`config.mk`:
```
export PLATFORM = sky130hd
export DESIGN_NAME = neopixel_decoder_flat
export DESIGN_NICKNAME = d
export VERILOG_FILES = /design/src/rtl/neopixel_pkg.sv /design/src/rtl/neopixel_decoder_if.sv /design/src/rtl/neopixel_decoder_pulse_classifier.sv /design/src/rtl/neopixel_decoder.sv /design/src/flat_wrapper.sv
export SDC_FILE = /design/constraint.sdc
export NUM_CORES = 1
export LEC_CHECK = 0
export CAP_MARGIN = 20
export CORE_MARGIN = 8
export CORE_UTILIZATION = 44
export DETAILED_ROUTE_END_ITERATION = 10
export HOLD_SLACK_MARGIN = 0.1
export PLACE_DENSITY = 0.66
export SETUP_SLACK_MARGIN = 0.3
export SLEW_MARGIN = 20
export SYNTH_ARGS = -nofsm -noshare
export SYNTH_HDL_FRONTEND = slang
export SYNTH_SLANG_ARGS = --single-unit
```
`constraint.sdc`:
```
create_clock -name clk -period 4 [get_ports clk]
set_clock_uncertainty 0.15 [all_clocks]
set_input_delay 0.8 -clock clk [delete_from_list [all_inputs] [get_ports clk]]
set_output_delay 0.8 -clock clk [all_outputs]
set_load 0.005 [all_outputs]
```
`src/rtl/neopixel_pkg.sv`:
```
// Shared NeoPixel/WS2812 types and default timing constants, common to the
// encoders and the decoder (20 ns clock).
package neopixel_pkg;

  localparam int PIXEL_W         = 24;
  localparam int BIT_PERIOD_CYC  = 61;
  localparam int RESET_GAP_CYC   = 1250;
  localparam int T1_MIN_DEF_CYC  = 30;
  localparam int MIN_HIGH_DEF_CYC = 5;

  typedef enum logic [1:0] {
    ST_WAIT_GAP = 2'd0,
    ST_IDLE     = 2'd1,
    ST_HIGH     = 2'd2,
    ST_LOW      = 2'd3
  } state_t;

  // Index width for a frame of n pixels, never narrower than one bit.
  function automatic int idx_width(input int n);
    return (n <= 2) ? 1 : $clog2(n);
  endfunction

endpackage

```
`src/rtl/neopixel_decoder_if.sv`:
```
// Decoded pixel stream from the NeoPixel decoder plus its FSM state for observation.
interface neopixel_decoder_if #(
  parameter int IDX_W = 2
);
  import neopixel_pkg::*;

  // pixel_valid, frame_done, bit_error and overflow are single-cycle strobes with
  // no back-pressure; pixel_data/pixel_index are meaningful when pixel_valid is high.
  logic [PIXEL_W-1:0] pixel_data;
  logic               pixel_valid;
  logic [IDX_W-1:0]   pixel_index;
  logic               frame_done;
  logic               bit_error;
  logic               overflow;
  state_t             state;

  modport master (
    output pixel_data, pixel_valid, pixel_index, frame_done, bit_error, overflow, state
  );

  modport slave (
    input pixel_data, pixel_valid, pixel_index, frame_done, bit_error, overflow, state
  );

endinterface

```
`src/rtl/neopixel_decoder_pulse_classifier.sv`:
```
// Synchronizes the data line and measures high/low run lengths, turning each
// falling edge into a bit, a glitch, and flagging over-long highs and reset gaps.
module pulse_classifier #(
  parameter int T1_MIN_CYC   = 30,
  parameter int MIN_HIGH_CYC = 5,
  parameter int MAX_HIGH_CYC = 61,
  parameter int RESET_CYC    = 1250
) (
  input  logic clk,
  input  logic rst_n,
  input  logic di_i,
  input  logic hold_low_i,
  output logic rise_o,
  output logic bit_strobe_o,
  output logic bit_value_o,
  output logic glitch_o,
  output logic too_long_o,
  output logic gap_strobe_o
);

  localparam int HCW = $clog2(MAX_HIGH_CYC + 2);
  localparam int LCW = $clog2(RESET_CYC + 1);
  localparam logic [HCW-1:0] H_SAT = HCW'(MAX_HIGH_CYC + 1);
  localparam logic [HCW-1:0] H_MAX = HCW'(MAX_HIGH_CYC);
  localparam logic [HCW-1:0] H_MIN = HCW'(MIN_HIGH_CYC);
  localparam logic [HCW-1:0] H_T1  = HCW'(T1_MIN_CYC);
  localparam logic [LCW-1:0] L_SAT = LCW'(RESET_CYC);
  localparam logic [LCW-1:0] L_GAP = LCW'(RESET_CYC - 1);

  logic           sync_q, di_s_q, di_prev_q;
  logic [HCW-1:0] hcnt_q, hcnt_d;
  logic [LCW-1:0] lcnt_q, lcnt_d;
  logic           rise, fall, glitch, bit_strobe;

  always_ff @(posedge clk) begin
    if (!rst_n) begin
      sync_q    <= 1'b0;
      di_s_q    <= 1'b0;
      di_prev_q <= 1'b0;
      hcnt_q    <= '0;
      lcnt_q    <= '0;
    end else begin
      sync_q    <= di_i;
      di_s_q    <= sync_q;
      di_prev_q <= di_s_q;
      hcnt_q    <= hcnt_d;
      lcnt_q    <= lcnt_d;
    end
  end

  assign rise       = di_s_q & ~di_prev_q;
  assign fall       = ~di_s_q & di_prev_q;
  // On the falling-edge cycle hcnt_q holds the full high length of the pulse.
  assign glitch     = fall && (hcnt_q < H_MIN);
  assign bit_strobe = fall && !glitch;

  always_comb begin
    hcnt_d = hcnt_q;
    lcnt_d = lcnt_q;
    if (rise) begin
      hcnt_d = HCW'(1);
    end else if (di_s_q && (hcnt_q != H_SAT)) begin
      hcnt_d = hcnt_q + 1'b1;
    end
    // A high either restarts the low run or, while a pulse may yet prove to be
    // a glitch, freezes it so the run resumes afterwards.
    if (di_s_q) begin
      lcnt_d = hold_low_i ? lcnt_q : '0;
    end else if (bit_strobe) begin
      lcnt_d = LCW'(1);
    end else if (lcnt_q != L_SAT) begin
      lcnt_d = lcnt_q + 1'b1;
    end
  end

  assign rise_o       = rise;
  assign bit_strobe_o = bit_strobe;
  assign bit_value_o  = (hcnt_q >= H_T1);
  assign glitch_o     = glitch;
  assign too_long_o   = di_s_q && (hcnt_q >= H_MAX);
  assign gap_strobe_o = !di_s_q && !bit_strobe && (lcnt_q >= L_GAP);

endmodule

```
`src/rtl/neopixel_decoder.sv`:
```
// NeoPixel receive decoder: FSM, 24-bit shift register and per-frame pixel
// counter on top of the pulse classifier.
module neopixel_decoder
  import neopixel_pkg::*;
#(
  parameter int T1_MIN_CYC   = T1_MIN_DEF_CYC,
  parameter int MIN_HIGH_CYC = MIN_HIGH_DEF_CYC,
  parameter int MAX_HIGH_CYC = BIT_PERIOD_CYC,
  parameter int RESET_CYC    = RESET_GAP_CYC,
  parameter int MAX_PIXELS   = 4
) (
  input  logic clk,
  input  logic rst_n,
  input  logic DI,
  neopixel_decoder_if.master px
);

  localparam int IDX_W = idx_width(MAX_PIXELS);
  localparam int PCW   = $clog2(MAX_PIXELS + 1);
  localparam int BCW   = $clog2(PIXEL_W);
  localparam logic [PCW-1:0] P_MAX  = PCW'(MAX_PIXELS);
  localparam logic [BCW-1:0] B_LAST = BCW'(PIXEL_W - 1);

  logic rise, bit_strobe, bit_value, glitch, too_long, gap_strobe;

  state_t             state_q, state_d;
  logic [PIXEL_W-1:0] shift_q, shift_d, data_q, data_d, word;
  logic [BCW-1:0]     bit_cnt_q, bit_cnt_d;
  logic [PCW-1:0]     pix_cnt_q, pix_cnt_d;
  logic [IDX_W-1:0]   idx_q, idx_d;
  logic               ovf_flag_q, ovf_flag_d, from_low_q, from_low_d;
  logic               pv_q, pv_d, fd_q, fd_d, err_q, err_d, ov_q, ov_d;

  pulse_classifier #(
    .T1_MIN_CYC  (T1_MIN_CYC),
    .MIN_HIGH_CYC(MIN_HIGH_CYC),
    .MAX_HIGH_CYC(MAX_HIGH_CYC),
    .RESET_CYC   (RESET_CYC)
  ) u_cls (
    .clk         (clk),
    .rst_n       (rst_n),
    .di_i        (DI),
    .hold_low_i  (state_q != ST_WAIT_GAP),
    .rise_o      (rise),
    .bit_strobe_o(bit_strobe),
    .bit_value_o (bit_value),
    .glitch_o    (glitch),
    .too_long_o  (too_long),
    .gap_strobe_o(gap_strobe)
  );

  always_ff @(posedge clk) begin
    if (!rst_n) begin
      state_q    <= ST_WAIT_GAP;
      shift_q    <= '0;
      data_q     <= '0;
      bit_cnt_q  <= '0;
      pix_cnt_q  <= '0;
      idx_q      <= '0;
      ovf_flag_q <= 1'b0;
      from_low_q <= 1'b0;
      pv_q       <= 1'b0;
      fd_q       <= 1'b0;
      err_q      <= 1'b0;
      ov_q       <= 1'b0;
    end else begin
      state_q    <= state_d;
      shift_q    <= shift_d;
      data_q     <= data_d;
      bit_cnt_q  <= bit_cnt_d;
      pix_cnt_q  <= pix_cnt_d;
      idx_q      <= idx_d;
      ovf_flag_q <= ovf_flag_d;
      from_low_q <= from_low_d;
      pv_q       <= pv_d;
      fd_q       <= fd_d;
      err_q      <= err_d;
      ov_q       <= ov_d;
    end
  end

  assign word = {shift_q[PIXEL_W-2:0], bit_value};

  always_comb begin
    state_d    = state_q;
    shift_d    = shift_q;
    data_d     = data_q;
    bit_cnt_d  = bit_cnt_q;
    pix_cnt_d  = pix_cnt_q;
    idx_d      = idx_q;
    ovf_flag_d = ovf_flag_q;
    from_low_d = from_low_q;
    pv_d       = 1'b0;
    fd_d       = 1'b0;
    err_d      = 1'b0;
    ov_d       = 1'b0;
    unique case (state_q)
      ST_WAIT_GAP: begin
        if (gap_strobe) state_d = ST_IDLE;
      end
      ST_IDLE: begin
        if (rise) begin
          state_d    = ST_HIGH;
          from_low_d = 1'b0;
        end
      end
      ST_HIGH: begin
        if (too_long) begin
          err_d      = 1'b1;
          state_d    = ST_WAIT_GAP;
          shift_d    = '0;
          bit_cnt_d  = '0;
          pix_cnt_d  = '0;
          ovf_flag_d = 1'b0;
        end else if (glitch) begin
          state_d = from_low_q ? ST_LOW : ST_IDLE;
        end else if (bit_strobe) begin
          state_d = ST_LOW;
          if (bit_cnt_q == B_LAST) begin
            shift_d   = '0;
            bit_cnt_d = '0;
            if (pix_cnt_q < P_MAX) begin
              data_d = word;
              idx_d  = pix_cnt_q[IDX_W-1:0];
              pv_d   = 1'b1;
            end else begin
              ovf_flag_d = 1'b1;
            end
            if (pix_cnt_q != P_MAX) pix_cnt_d = pix_cnt_q + 1'b1;
          end else begin
            shift_d   = word;
            bit_cnt_d = bit_cnt_q + 1'b1;
          end
        end
      end
      ST_LOW: begin
        if (rise) begin
          state_d    = ST_HIGH;
          from_low_d = 1'b1;
        end else if (gap_strobe) begin
          fd_d       = 1'b1;
          ov_d       = ovf_flag_q;
          err_d      = (bit_cnt_q != '0);
          shift_d    = '0;
          bit_cnt_d  = '0;
          pix_cnt_d  = '0;
          ovf_flag_d = 1'b0;
          state_d    = ST_IDLE;
        end
      end
      default: state_d = ST_WAIT_GAP;
    endcase
  end

  assign px.pixel_data  = data_q;
  assign px.pixel_valid = pv_q;
  assign px.pixel_index = idx_q;
  assign px.frame_done  = fd_q;
  assign px.bit_error   = err_q;
  assign px.overflow    = ov_q;
  assign px.state       = state_q;

endmodule

```
`src/flat_wrapper.sv`:
```
// flat-port wrapper written by rule: the top's interface ports become plain ports
module neopixel_decoder_flat import neopixel_pkg::*;
#(
  parameter int T1_MIN_CYC   = T1_MIN_DEF_CYC,
  parameter int MIN_HIGH_CYC = MIN_HIGH_DEF_CYC,
  parameter int MAX_HIGH_CYC = BIT_PERIOD_CYC,
  parameter int RESET_CYC    = RESET_GAP_CYC,
  parameter int MAX_PIXELS   = 4
)
  (clk, rst_n, DI, px_pixel_data, px_pixel_valid, px_pixel_index, px_frame_done, px_bit_error, px_overflow, px_state);
  neopixel_decoder_if #(.IDX_W((idx_width((4))))) px_i ();
  input  logic clk;
  input  logic rst_n;
  input  logic DI;
  output wire logic [$bits(px_i.pixel_data)-1:0] px_pixel_data;
  output wire logic [$bits(px_i.pixel_valid)-1:0] px_pixel_valid;
  output wire logic [$bits(px_i.pixel_index)-1:0] px_pixel_index;
  output wire logic [$bits(px_i.frame_done)-1:0] px_frame_done;
  output wire logic [$bits(px_i.bit_error)-1:0] px_bit_error;
  output wire logic [$bits(px_i.overflow)-1:0] px_overflow;
  output wire logic [$bits(px_i.state)-1:0] px_state;
  assign px_pixel_data = px_i.pixel_data;
  assign px_pixel_valid = px_i.pixel_valid;
  assign px_pixel_index = px_i.pixel_index;
  assign px_frame_done = px_i.frame_done;
  assign px_bit_error = px_i.bit_error;
  assign px_overflow = px_i.overflow;
  assign px_state = px_i.state;
  neopixel_decoder #(.T1_MIN_CYC(T1_MIN_CYC), .MIN_HIGH_CYC(MIN_HIGH_CYC), .MAX_HIGH_CYC(MAX_HIGH_CYC), .RESET_CYC(RESET_CYC), .MAX_PIXELS(MAX_PIXELS)) u_core (.clk(clk), .rst_n(rst_n), .DI(DI), .px(px_i));
endmodule
```
==> run_results.csv <==
group,metric,value,unit
clock_network,cts_tree,"done",
grt,grt_max_degree,40,
route,ant_nets,0,
timing,period_share,71.0,%
yosys,yosysSeqAreaShare,45.8,%
clock_network,numCtsBuffers,9,
run,drv_cap,0,
route,wl,7390,um
placement,dp.cells,530,
timing,slew_viol_final,0,
yosys,synth_area_leaders,"dfxtp_1 (46%), mux2i_1 (14%), nand2_1 (6.4%), nor2_1 (4.8%), ha_1 (3.7%)",
grt,grt_pass1_vias,2713,
die,die_w,108,um
worst_setup_path,slowest_stage,"a311oi_4",
clock_network,clkLatencyLatePin,0.35,ns
yosys,yosysTopAreaCell,"dfxtp_1",
clock_network,ctsLongestPathBuffers,2,
clock_network,cts_sinks,85,
grt,antenna_found_initial,0,
timing,setup_viol,0,
clock_network,postCtsSetupRepairBufs,0,
clock_network,clkTransAtPathRegs,0.09,ns
worst_setup_path,startpoint_type,"flop",
timing,hold_viol,0,
worst_setup_path,critPathCaptureType,"flop",
yosys,synth_top_area_share,45.8,%
timing,tightestPinTransition,0.838,ns
timing,setup_tns,0,ns
timing,rsz0062_at_grt,"no",
die,dieArea,11600,um^2
pwr,p_total,1.54,mW
clock_network,ctsHoldBuffers,0,
yosys,synth_nets,420,
worst_setup_path,crit_path_cell_trace,"inv_1, ha_1, nand2b_1, a311oi_4, a221o_1, or2_1, buf_4, mux2i_1",
die,die_height,108,um
yosys,synth.avg_cell_area,9.16,um^2
route,drt-pass1-iter-count,4,
yosys,netlist_area,3720,um^2
worst_setup_path,critPathKind,"reg2reg",
run_status,outcome,"complete, no violations",
finish,insertedDiodeCount,0,
yosys,synth_most_common_cell,"dfxtp_1",
clock_network,clockRootBuffer,"clkbuf_8",
yosys,yosysUniqueCellTypes,49,
yosys,synth_edf_count,0,
yosys,yosysWarnings,0,
timing,slew-limit-headroom,44.1,%
finish,drive_above_1_share,6.80,%
placement,port_buffers,34,
finish,final_cell_count_no_fill,546,
worst_setup_path,critPathMaxStageDelay,0.47,ns
pwr,powerDensity,355,nW/um^2
worst_hold_path,hp-class,"reg2reg",
worst_setup_path,cp_data_arrival_time,2.98,ns
yosys,synthArstFlopShare,0,%
worst_setup_path,crit_start,"u_core.u_cls.hcnt_q[1]",
placement,gp_congestion,0.813,
finish,syn_to_final_growth,16.5,%
worst_setup_path,cp.required,4.14,ns
clock_network,cts_resized,0,
pwr,p_leak,1.91,nW
route,via_per_inst,5.13,
timing,fin_crit,2.84,ns
die,core-area,8220,um^2
route,first_iter_violations,94,
clock_network,cts-htree-levels,3,
grt,track_usage,13.5,%
die,rows,33,
worst_hold_path,min_from,"u_core.u_cls.sync_q",
finish,nets,450,
die,initial_core_util,45.3,%
grt,overflow,0,
route,wire_per_inst,13.5,um
pwr,ir_drop,0.193,mV
route,drc,0,
yosys,synth_common_cells,"dfxtp_1 (85), nand2_1 (63), mux2i_1 (51), nor2_1 (48), inv_1 (14)",
die,io_pins,35,
timing,max_freq,352,MHz
worst_setup_path,r2r-start,"u_core.u_cls.hcnt_q[1]",
yosys,synthFlopType,"dfxtp_1",
yosys,ys_ff_latch,85,
grt,grt_pass1_wl,12800,um
yosys,synth_cells,406,
worst_setup_path,path_max_fanout,27,
placement,dpl.hpwl,5090,um
route,vias,2799,
==> registers in the layout, indices dropped and copies added (netlist names), 2 cells and up <==
name / cells
u_core.bit_cnt_q: 5
u_core.u_cls.lcnt_q: 11
u_core.pix_cnt_q: 3
u_core.px.pixel_index: 2
u_core.u_cls.hcnt_q: 6
u_core.px.state: 2
u_core.shift_q: 23
u_core.px.pixel_data: 24
==> worst max-delay path, delay by kind of cell (launching register included) <==
family,cells,cell delay (ns)
AO/OA/AOI/OAI,2,0.90
multiplexers,1,0.24
flip-flops,1,0.43
adder cells (fa/ha/maj),1,0.18
buffers and inverters,2,0.48
AND/OR/NAND/NOR,2,0.38
==> metal layers <==
layer | vias to the layer above | global-route usage [%] | part of all wire (%)
li1 | 1449 | - | -
met1 | 1313 | 17.1 | 50
met2 | 30 | 21.2 | 46
met3 | 7 | 3.45 | 3.1
met4 | 0 | 5.95 | 1.1
met5 | - | 0 | 0
==> cell type report <==
cell class                      count  area (um^2)
Tap cell                          105          131
Sequential cell                    85         1700
Timing Repair Buffer               40          385
Clock inverter                      7         81.3
Multi-Input combinational cell    286         1860
Clock buffer                        9          124
Inverter                           14         52.6
Fill cell                         773         3880
==> cell families after synthesis <==
logic type / Yosys count / share of synthesized area [%]
AO/OA/AOI/OAI: 50 / 9.93
XOR/XNOR: 12 / 2.83
adder cells (fa/ha/maj): 11 / 3.70
buffers and inverters: 35 / 4.47
flip-flops: 85 / 45.8
multiplexers: 51 / 13.7
AND/OR/NAND/NOR: 162 / 19.6
==> worst paths after layout <==
kind / slack (ns) / depth (start not counted) / to
min reg2reg: 0.29 / 1 / u_core.u_cls.di_s_q
max: 1.16 / 8 / u_core.shift_q[13]
max reg2reg: 1.16 / 8 / u_core.shift_q[13]
min: 0.29 / 1 / u_core.u_cls.di_s_q
==> power by group <==
group	switching (mW)	total [mW]	internal, mW
clock network	0.329	0.628	0.300
registers	0.00655	0.857	0.851
logic	0.0351	0.0499	0.0148
total	0.370	1.54	1.17
==> metrics by stage <==
step	area [um^2]	utilization (%)	hold WS [ns]	setup WS (ns)
6_report	4330	52.7	0.289	1.16
5_1_grt	4330	52.7	0.323	0.939
4_1_cts	4330	52.7	0.288	1.15
3_5_place_dp	4130	50.2	0.268	1.18
3_3_place_gp	4130	50.2	0.272	1.25
2_1_floorplan	3720	-	0.262	1.59
==> layout by cell type (no fill, tap or decap), drive strengths merged, types with 3 or more instances in the layout <==
master,synthesis,final
nor2,48,48
a211oi,3,3
a21oi,10,10
xor2,11,11
nand2b,6,6
a311oi,3,3
ha,11,11
or3,4,4
nand2,63,63
nand3,10,10
o21ai,8,8
buf,9,6
o31ai,3,3
and2,5,5
mux2i,51,51
and3,4,4
nor3,7,7
clkbuf,12,9
inv,14,18
dfxtp,85,85
a31oi,4,4
a21boi,3,3
nand4,7,7
clkdlybuf4s50,0,34
Power figures use the tool's default switching activity.
